<file path="src/rtl/fpnew_pkg.sv">
// fpnew_pkg: shared FP status flags, classification mask encoding and class-mask width.
package fpnew_pkg;
    localparam int unsigned CLASS_MASK_BITS = 10;

    typedef struct packed {
        logic nv;
        logic dz;
        logic of;
        logic uf;
        logic nx;
    } status_t;

    typedef enum logic [CLASS_MASK_BITS-1:0] {
        NEGINF     = 10'h001,
        NEGNORM    = 10'h002,
        NEGSUBNORM = 10'h004,
        NEGZERO    = 10'h008,
        POSZERO    = 10'h010,
        POSSUBNORM = 10'h020,
        POSNORM    = 10'h040,
        POSINF     = 10'h080,
        SNAN       = 10'h100,
        QNAN       = 10'h200
    } classmask_e;
endpackage

</file>
<file path="src/rtl/fpnew_noncomp_wb_if.sv">
// fpnew_noncomp_wb_if: unit-output and core-writeback handshakes of the non-comp writeback stage.
interface fpnew_noncomp_wb_if
    import fpnew_pkg::*;
#(
    parameter int unsigned Width = 32,
    parameter int unsigned Flen = 64,
    parameter type TagType = logic
);
    logic [Width-1:0] result;
    status_t status;
    logic extension_bit;
    classmask_e class_mask;
    logic is_class;
    TagType tag;
    logic in_valid;
    logic in_ready;
    logic [Flen-1:0] wb_result;
    status_t wb_status;
    TagType wb_tag;
    logic wb_valid;
    logic wb_ready;

    modport slave (
        input  result, status, extension_bit, class_mask, is_class, tag, in_valid, wb_ready,
        output in_ready, wb_result, wb_status, wb_tag, wb_valid
    );

    modport master (
        output result, status, extension_bit, class_mask, is_class, tag, in_valid, wb_ready,
        input  in_ready, wb_result, wb_status, wb_tag, wb_valid
    );
endinterface

</file>
<file path="src/rtl/fpnew_wb_fifo.sv">
// fpnew_wb_fifo: counter-based FIFO with explicit pointer wrap, so any Depth >= 1 works.
module fpnew_wb_fifo #(
    parameter int unsigned Depth = 2,
    parameter type EntryType = logic
) (
    input  logic     clk_i,
    input  logic     rst_ni,
    input  logic     flush,
    input  logic     push,
    input  logic     pop,
    input  EntryType data_in,
    output EntryType data_out,
    output logic     full,
    output logic     empty
);
    localparam int unsigned PtrW = (Depth > 1) ? $clog2(Depth) : 1;
    localparam int unsigned CntW = $clog2(Depth + 1);

    EntryType mem_q [Depth];
    logic [PtrW-1:0] wr_ptr_q, rd_ptr_q;
    logic [CntW-1:0] count_q;

    always_ff @(posedge clk_i or negedge rst_ni) begin
        if (!rst_ni) begin
            wr_ptr_q <= '0;
            rd_ptr_q <= '0;
            count_q <= '0;
            for (int i = 0; i < Depth; i++) mem_q[i] <= '0;
        end else if (flush) begin
            wr_ptr_q <= '0;
            rd_ptr_q <= '0;
            count_q <= '0;
        end else begin
            if (push) begin
                mem_q[wr_ptr_q] <= data_in;
                wr_ptr_q <= (wr_ptr_q == PtrW'(Depth - 1)) ? '0 : wr_ptr_q + 1'b1;
            end
            if (pop) rd_ptr_q <= (rd_ptr_q == PtrW'(Depth - 1)) ? '0 : rd_ptr_q + 1'b1;
            count_q <= count_q + CntW'(push) - CntW'(pop);
        end
    end

    assign data_out = mem_q[rd_ptr_q];
    assign full = (count_q == CntW'(Depth));
    assign empty = (count_q == '0);
endmodule

</file>
<file path="src/rtl/fpnew_noncomp_wb.sv">
// fpnew_noncomp_wb: formats non-comp results to FLEN, queues them for writeback, keeps sticky fflags.
// Sticky flag register is built only when FPNEW_WB_STICKY_FLAGS_EN is defined.
module fpnew_noncomp_wb
    import fpnew_pkg::*;
#(
    parameter int unsigned Width = 32,
    parameter int unsigned Flen = 64,
    parameter int unsigned Depth = 2,
    parameter type TagType = logic
) (
    input  logic                 clk_i,
    input  logic                 rst_ni,
    fpnew_noncomp_wb_if.slave    bus,
    input  logic                 flush_i,
    input  logic                 fflags_clr_i,
    output logic [4:0]           fflags_o,
    output logic                 busy_o
);
    typedef struct packed {
        logic [Flen-1:0] value;
        status_t status;
        TagType tag;
    } entry_t;

    if (Flen < Width || Flen < CLASS_MASK_BITS) begin : g_bad_flen
        $error("fpnew_noncomp_wb: Flen must cover Width and the class mask");
    end

    entry_t in_entry, head;
    logic full, empty, push, pop;

    // NaN-box (or sign-extend) the result; class masks are zero-extended instead.
    always_comb begin
        in_entry.value = {Flen{bus.extension_bit}};
        in_entry.value[Width-1:0] = bus.result;
        if (bus.is_class) begin
            in_entry.value = '0;
            in_entry.value[CLASS_MASK_BITS-1:0] = bus.class_mask;
        end
        in_entry.status = bus.status;
        in_entry.tag = bus.tag;
    end

    assign push = bus.in_valid & ~full & ~flush_i;
    assign pop = ~empty & bus.wb_ready & ~flush_i;

    fpnew_wb_fifo #(
        .Depth(Depth),
        .EntryType(entry_t)
    ) i_fifo (
        .clk_i(clk_i),
        .rst_ni(rst_ni),
        .flush(flush_i),
        .push(push),
        .pop(pop),
        .data_in(in_entry),
        .data_out(head),
        .full(full),
        .empty(empty)
    );

    assign bus.in_ready = ~full;
    assign bus.wb_valid = ~empty;
    assign bus.wb_result = head.value;
    assign bus.wb_status = head.status;
    assign bus.wb_tag = head.tag;
    assign busy_o = ~empty;

`ifdef FPNEW_WB_STICKY_FLAGS_EN
    logic [4:0] fflags_q;

    // Clear takes effect before the same-cycle pop's flags are merged in.
    always_ff @(posedge clk_i or negedge rst_ni) begin
        if (!rst_ni) fflags_q <= '0;
        else fflags_q <= (fflags_clr_i ? 5'b0 : fflags_q) | (pop ? head.status : 5'b0);
    end

    assign fflags_o = fflags_q;
`else
    logic unused_fflags_clr;

    assign unused_fflags_clr = fflags_clr_i;
    assign fflags_o = '0;
`endif
endmodule

</file>
<file path="src/flat_wrapper.sv">
// flat-port wrapper written by rule: the top's interface ports become plain ports
module fpnew_noncomp_wb_flat import fpnew_pkg::*;
#(
    parameter int unsigned Width = 32,
    parameter int unsigned Flen = 64,
    parameter int unsigned Depth = 2,
    parameter type TagType = logic
)
  (clk_i, rst_ni, flush_i, fflags_clr_i, fflags_o, busy_o, bus_result, bus_status, bus_extension_bit, bus_class_mask, bus_is_class, bus_tag, bus_in_valid, bus_wb_ready, bus_in_ready, bus_wb_result, bus_wb_status, bus_wb_tag, bus_wb_valid);
  fpnew_noncomp_wb_if #(.Width(Width), .Flen(Flen), .TagType(TagType)) bus_i ();
  input  logic clk_i;
  input  logic rst_ni;
  input  logic flush_i;
  input  logic fflags_clr_i;
  output logic [4:0] fflags_o;
  output logic busy_o;
  input wire logic [$bits(bus_i.result)-1:0] bus_result;
  input wire logic [$bits(bus_i.status)-1:0] bus_status;
  input wire logic [$bits(bus_i.extension_bit)-1:0] bus_extension_bit;
  input wire logic [$bits(bus_i.class_mask)-1:0] bus_class_mask;
  input wire logic [$bits(bus_i.is_class)-1:0] bus_is_class;
  input wire logic [$bits(bus_i.tag)-1:0] bus_tag;
  input wire logic [$bits(bus_i.in_valid)-1:0] bus_in_valid;
  input wire logic [$bits(bus_i.wb_ready)-1:0] bus_wb_ready;
  output wire logic [$bits(bus_i.in_ready)-1:0] bus_in_ready;
  output wire logic [$bits(bus_i.wb_result)-1:0] bus_wb_result;
  output wire logic [$bits(bus_i.wb_status)-1:0] bus_wb_status;
  output wire logic [$bits(bus_i.wb_tag)-1:0] bus_wb_tag;
  output wire logic [$bits(bus_i.wb_valid)-1:0] bus_wb_valid;
  assign bus_i.result = bus_result;
  assign bus_i.status = bus_status;
  assign bus_i.extension_bit = bus_extension_bit;
  assign bus_i.class_mask = bus_class_mask;
  assign bus_i.is_class = bus_is_class;
  assign bus_i.tag = bus_tag;
  assign bus_i.in_valid = bus_in_valid;
  assign bus_i.wb_ready = bus_wb_ready;
  assign bus_in_ready = bus_i.in_ready;
  assign bus_wb_result = bus_i.wb_result;
  assign bus_wb_status = bus_i.wb_status;
  assign bus_wb_tag = bus_i.wb_tag;
  assign bus_wb_valid = bus_i.wb_valid;
  fpnew_noncomp_wb #(.Width(Width), .Flen(Flen), .Depth(Depth), .TagType(TagType)) u_core (.clk_i(clk_i), .rst_ni(rst_ni), .bus(bus_i), .flush_i(flush_i), .fflags_clr_i(fflags_clr_i), .fflags_o(fflags_o), .busy_o(busy_o));
endmodule
</file>
<file path="config.mk">
export PLATFORM = sky130hd
export DESIGN_NAME = fpnew_noncomp_wb_flat
export DESIGN_NICKNAME = d
export VERILOG_FILES = /design/src/rtl/fpnew_pkg.sv /design/src/rtl/fpnew_noncomp_wb_if.sv /design/src/rtl/fpnew_wb_fifo.sv /design/src/rtl/fpnew_noncomp_wb.sv /design/src/flat_wrapper.sv
export SDC_FILE = /design/constraint.sdc
export NUM_CORES = 1
export LEC_CHECK = 0
export ABC_AREA = 1
export CORE_UTILIZATION = 39
export DETAILED_ROUTE_END_ITERATION = 7
export HOLD_SLACK_MARGIN = 0.03
export PLACE_DENSITY = 0.69
export SETUP_SLACK_MARGIN = 0.1
export SYNTH_ARGS = -nofsm -noshare
export SYNTH_HDL_FRONTEND = slang
export SYNTH_HIERARCHICAL = 1
export SYNTH_SLANG_ARGS = --single-unit
</file>
<file path="constraint.sdc">
create_clock -name clk_i -period 2.15 [get_ports clk_i]
set_input_delay 0.215 -clock clk_i [delete_from_list [all_inputs] [get_ports clk_i]]
set_output_delay 0.215 -clock clk_i [all_outputs]
set_load 0.02 [all_outputs]
</file>
==> results by group, run 1 <==
Outcome
  – Status: complete, but fails checks
  – Failing checks: design-rule violations

STA
  – Final setup viols: 0
  – Fmax: between 400 and 500 MHz
  – Worst Skew: between 8 and 9 ps
  – Worst-margin pin slew: just over 600 ps
  – Rel. slew slack: 59.03%
  – Fin Setup TNS: 0 ps
  – Min Clock Period, post-route: about 2000 ps
  – Period utilisation layout: a little over nine tenths
  – Hold Fails Final Rpt: 0
  – Slew Limit Fails: 0
  – Final worst setup slack: ~100 ps
  – RSZ-0062 raised after global routing: true

GRT
  – GRT overflow: 0
  – Vias in the first global route: about 4,900
  – Initial antenna violation count: 0
  – Largest net degree at the start of global routing: 69
  – Gr usage total: between 15 and 20%
  – Global-route wire length before repair: approximately 25,000 um

Die
  – Top-Level Pins: between 100 and 150
  – # rows: 49
  – Core area: around 0.018 mm2
  – Width of the die: between 100 and 150 um
  – Die area: 0.01918 mm2
  – Die H: about 140 um
  – Initial Utilization: about two fifths

Run
  – Max Cap Viol: 0

Clocking
  – CTS H-Tree Depth: 4
  – CTS Buf Count: 17
  – Clk root buf: clkbuf_16
  – Worst-path clk slew: roughly 60 ps
  – Max Root-Sink Buffers: 2
  – CTS tree: done
  – CTS Sinks: between 100 and 150
  – Clock latency on the worst-skew pair: ~430 ps

Route
  – DR vias/cell: roughly 4.5
  – Initial drt markers: 269
  – Drt drc: 14
  – DR vias: a little under 5,000
  – Wire length per cell: 13.54 um
  – First-pass DRT Iterations: 6
  – Final wirelength: roughly 15,000 um
  – Final antenna-violating net count: 0

Yosys
  – Mapped cell area: between 0.007 and 0.008 mm2
  – Async SR Flop Fraction: 100.0%
  – Cell variety after synth: 22
  – Seq/Total Area, Yosys: 49.60%
  – Post-synth top flop: dfrtp_1
  – Number of synthesized flops with an enable pin: 0
  – Flip-flop and latch count after synthesis: 144
  – Synth Warn #: 6
  – Post-Syn Instances: just over 700
  – Synthesized area per cell: 10.08 um2

Final layout
  – Multi-input gate area: ~0.0029 mm2
  – Layout cells sized above 1: between 30% and 40%
  – Sequential cell area: between 0.003 and 0.004 mm2
  – Area grow syn2layout: 29.60%
  – N_diodes: 0
  – Fill cells: between 1,500 and 2,000
  – Post-layout net count: a little over 900

Placed design
  – Dpl hpwl: slightly above 9000 um
  – Port buffer count: approximately 130
  – Place WS: roughly 290 ps
  – GPL Wtd Cong: about 0.72

Worst setup path
  – CP peak stage delay: 530 ps
  – Critical Path Sink Type: output port
  – Top delay family on crit path: buffers and inverters
  – Critical path startpoint category: flop
  – Crit-path cells: buf_6, buf_16, buf_4, mux2_2, buf_2
  – CP max FO: 9
  – CP Class: flop to output port
  – Data arrival, critical path: between 1500 and 2000 ps
  – Critical-path top delay cell: dfrtp_4
  – Worst path bufs/invs: 4
  – Worst EP required: about 1900 ps

Power and ir drop
  – PwrDens: around 1000 mW/mm2
  – Worst VDD drop: around 0.00056 V
  – Leakage power total: approximately 4.6 nW

Worst hold path
  – Hold Path Class: primary input to async pin
[state kept, by name, summed over array words and instances (netlist names)]
name,count
u_core/i_fifo/mem_q,140
u_core/i_fifo/count_q,2
u_core/i_fifo/rd_ptr_q,1
u_core/i_fifo/wr_ptr_q,1
[final cells by class]
| class | count | area share [%] |
|---|---|---|
| Timing Repair Buffer | 161 | 17.29 |
| Multi-Input combinational cell | 430 | 30.57 |
| Inverter | 103 | 4.106 |
| Tap cell | 229 | 3.043 |
| Clock buffer | 21 | 4.996 |
| Sequential cell | 144 | 38.31 |
| Clock inverter | 10 | 1.687 |
[report_power, final]
group	internal [mW]	leakage [nW]	switching, mW
sequential	3.31	1.90	0.347
combinational	1.24	2.37	1.34
clock	2.02	0.305	1.10
[routing by layer]
layer | GRT usage [%] | vias up | part of all wire (%) | routed length, um
li1 | - | 2546 | - | -
met1 | 21.60 | 2295 | 47 | 7039
met2 | 25.35 | 109 | 45 | 6735
met3 | 4.641 | 20 | 5.6 | 839
met4 | 6.978 | 0 | 1.7 | 251
met5 | 0 | - | 0 | 0
[cells in the mapped netlist (4+ instances only)]
| cell type | number | area share (%) |
|---|---|---|
| nand2_1 | 98 | 5.1 |
| inv_1 | 101 | 5.2 |
| buf_6 | 24 | 3.7 |
| o21ai_2 | 80 | 9.6 |
| dfrtp_1 | 144 | 50 |
| buf_4 | 13 | 1.3 |
| clkbuf_1 | 6 | 0.31 |
| nor2_1 | 27 | 1.4 |
| mux2_2 | 70 | 11 |
| buf_2 | 4 | 0.28 |
| o21ai_1 | 60 | 4.1 |
| nand2_2 | 79 | 6.8 |
[worst paths after layout]
| check | startpoint | endpoint | slack [ps] | depth (start not counted) |
|---|---|---|---|---|
| min in group clk_i | bus_status[0] | u_core/i_fifo/mem_q[71] | 370 | 3 |
| worst min-delay path | rst_ni | u_core/i_fifo/mem_q[56] | 340 | 2 |
| worst max register to register | u_core/i_fifo/count_q[1] | u_core/i_fifo/mem_q[23] | 520 | 8 |
| max in group asynchronous | rst_ni | u_core/i_fifo/mem_q[13] | 1150 | 3 |
| worst min register to register | u_core/i_fifo/mem_q[114] | u_core/i_fifo/mem_q[114] | 480 | 2 |
| worst max-delay path | u_core/i_fifo/rd_ptr_q | bus_wb_result[42] | 100 | 5 |
[logic make-up (layout without fill, tap and decap cells)]
group,after synthesis,after routing,synth area share [%]
adder cells (fa/ha/maj),2,2,0.3444
multiplexers,70,70,10.85
AO/OA/AOI/OAI,143,143,13.98
buffers and inverters,151,295,11.18
flip-flops,144,144,49.60
AND/OR/NAND/NOR,210,210,14.00
other,1,5,0.05161
[metrics by stage]
stage,power (mW),utilization [%],hold slack [ps],cells,cell area (um2)
5_1_grt,9.858,52.07,377.0,1098,9417
2_1_floorplan,5.398,-,-80.59,725,7281
4_1_cts,9.483,52.24,351.4,1096,9448
6_report,9.362,52.07,344.8,1098,9417
3_5_place_dp,6.423,48.09,240.9,1054,8698
3_3_place_gp,6.378,48.09,236.5,1054,8698
[timing repair]
item                                    4_1_cts  5_1_grt
gates resized for setup                     162       28
hold buffers                                  1        0
cloned                                        3        1
endpoints found under the setup margin       70       38
buffers inserted                              7        1
endpoints found under the hold margin        59        0
[cells in the final DEF, fill, tap and decap left out, types with 4 or more instances in the layout]
master	synthesis	routed
clkdlybuf4s15_2	0	16
mux2_2	70	69
inv_1	101	101
o21ai_1	60	60
nor2_2	3	4
conb_1	1	5
clkbuf_16	0	18
bufinv_16	0	4
nor2_1	27	26
o21ai_2	80	80
buf_2	4	19
nand2_1	98	98
buf_4	13	18
nand2_2	79	79
buf_12	0	8
buf_16	0	4
clkdlybuf4s50_1	0	56
dlygate4sd2_1	0	28
buf_6	24	5
dfrtp_1	144	143
Note: power is estimated with default switching activity, not from simulation.
==> run 2: changes to the inputs <==
CTS_CLUSTER_DIAMETER = 60   (was unset)
==> results of run 2 <==
No change in the layout: final DEF, timing and power equal those of run 1.
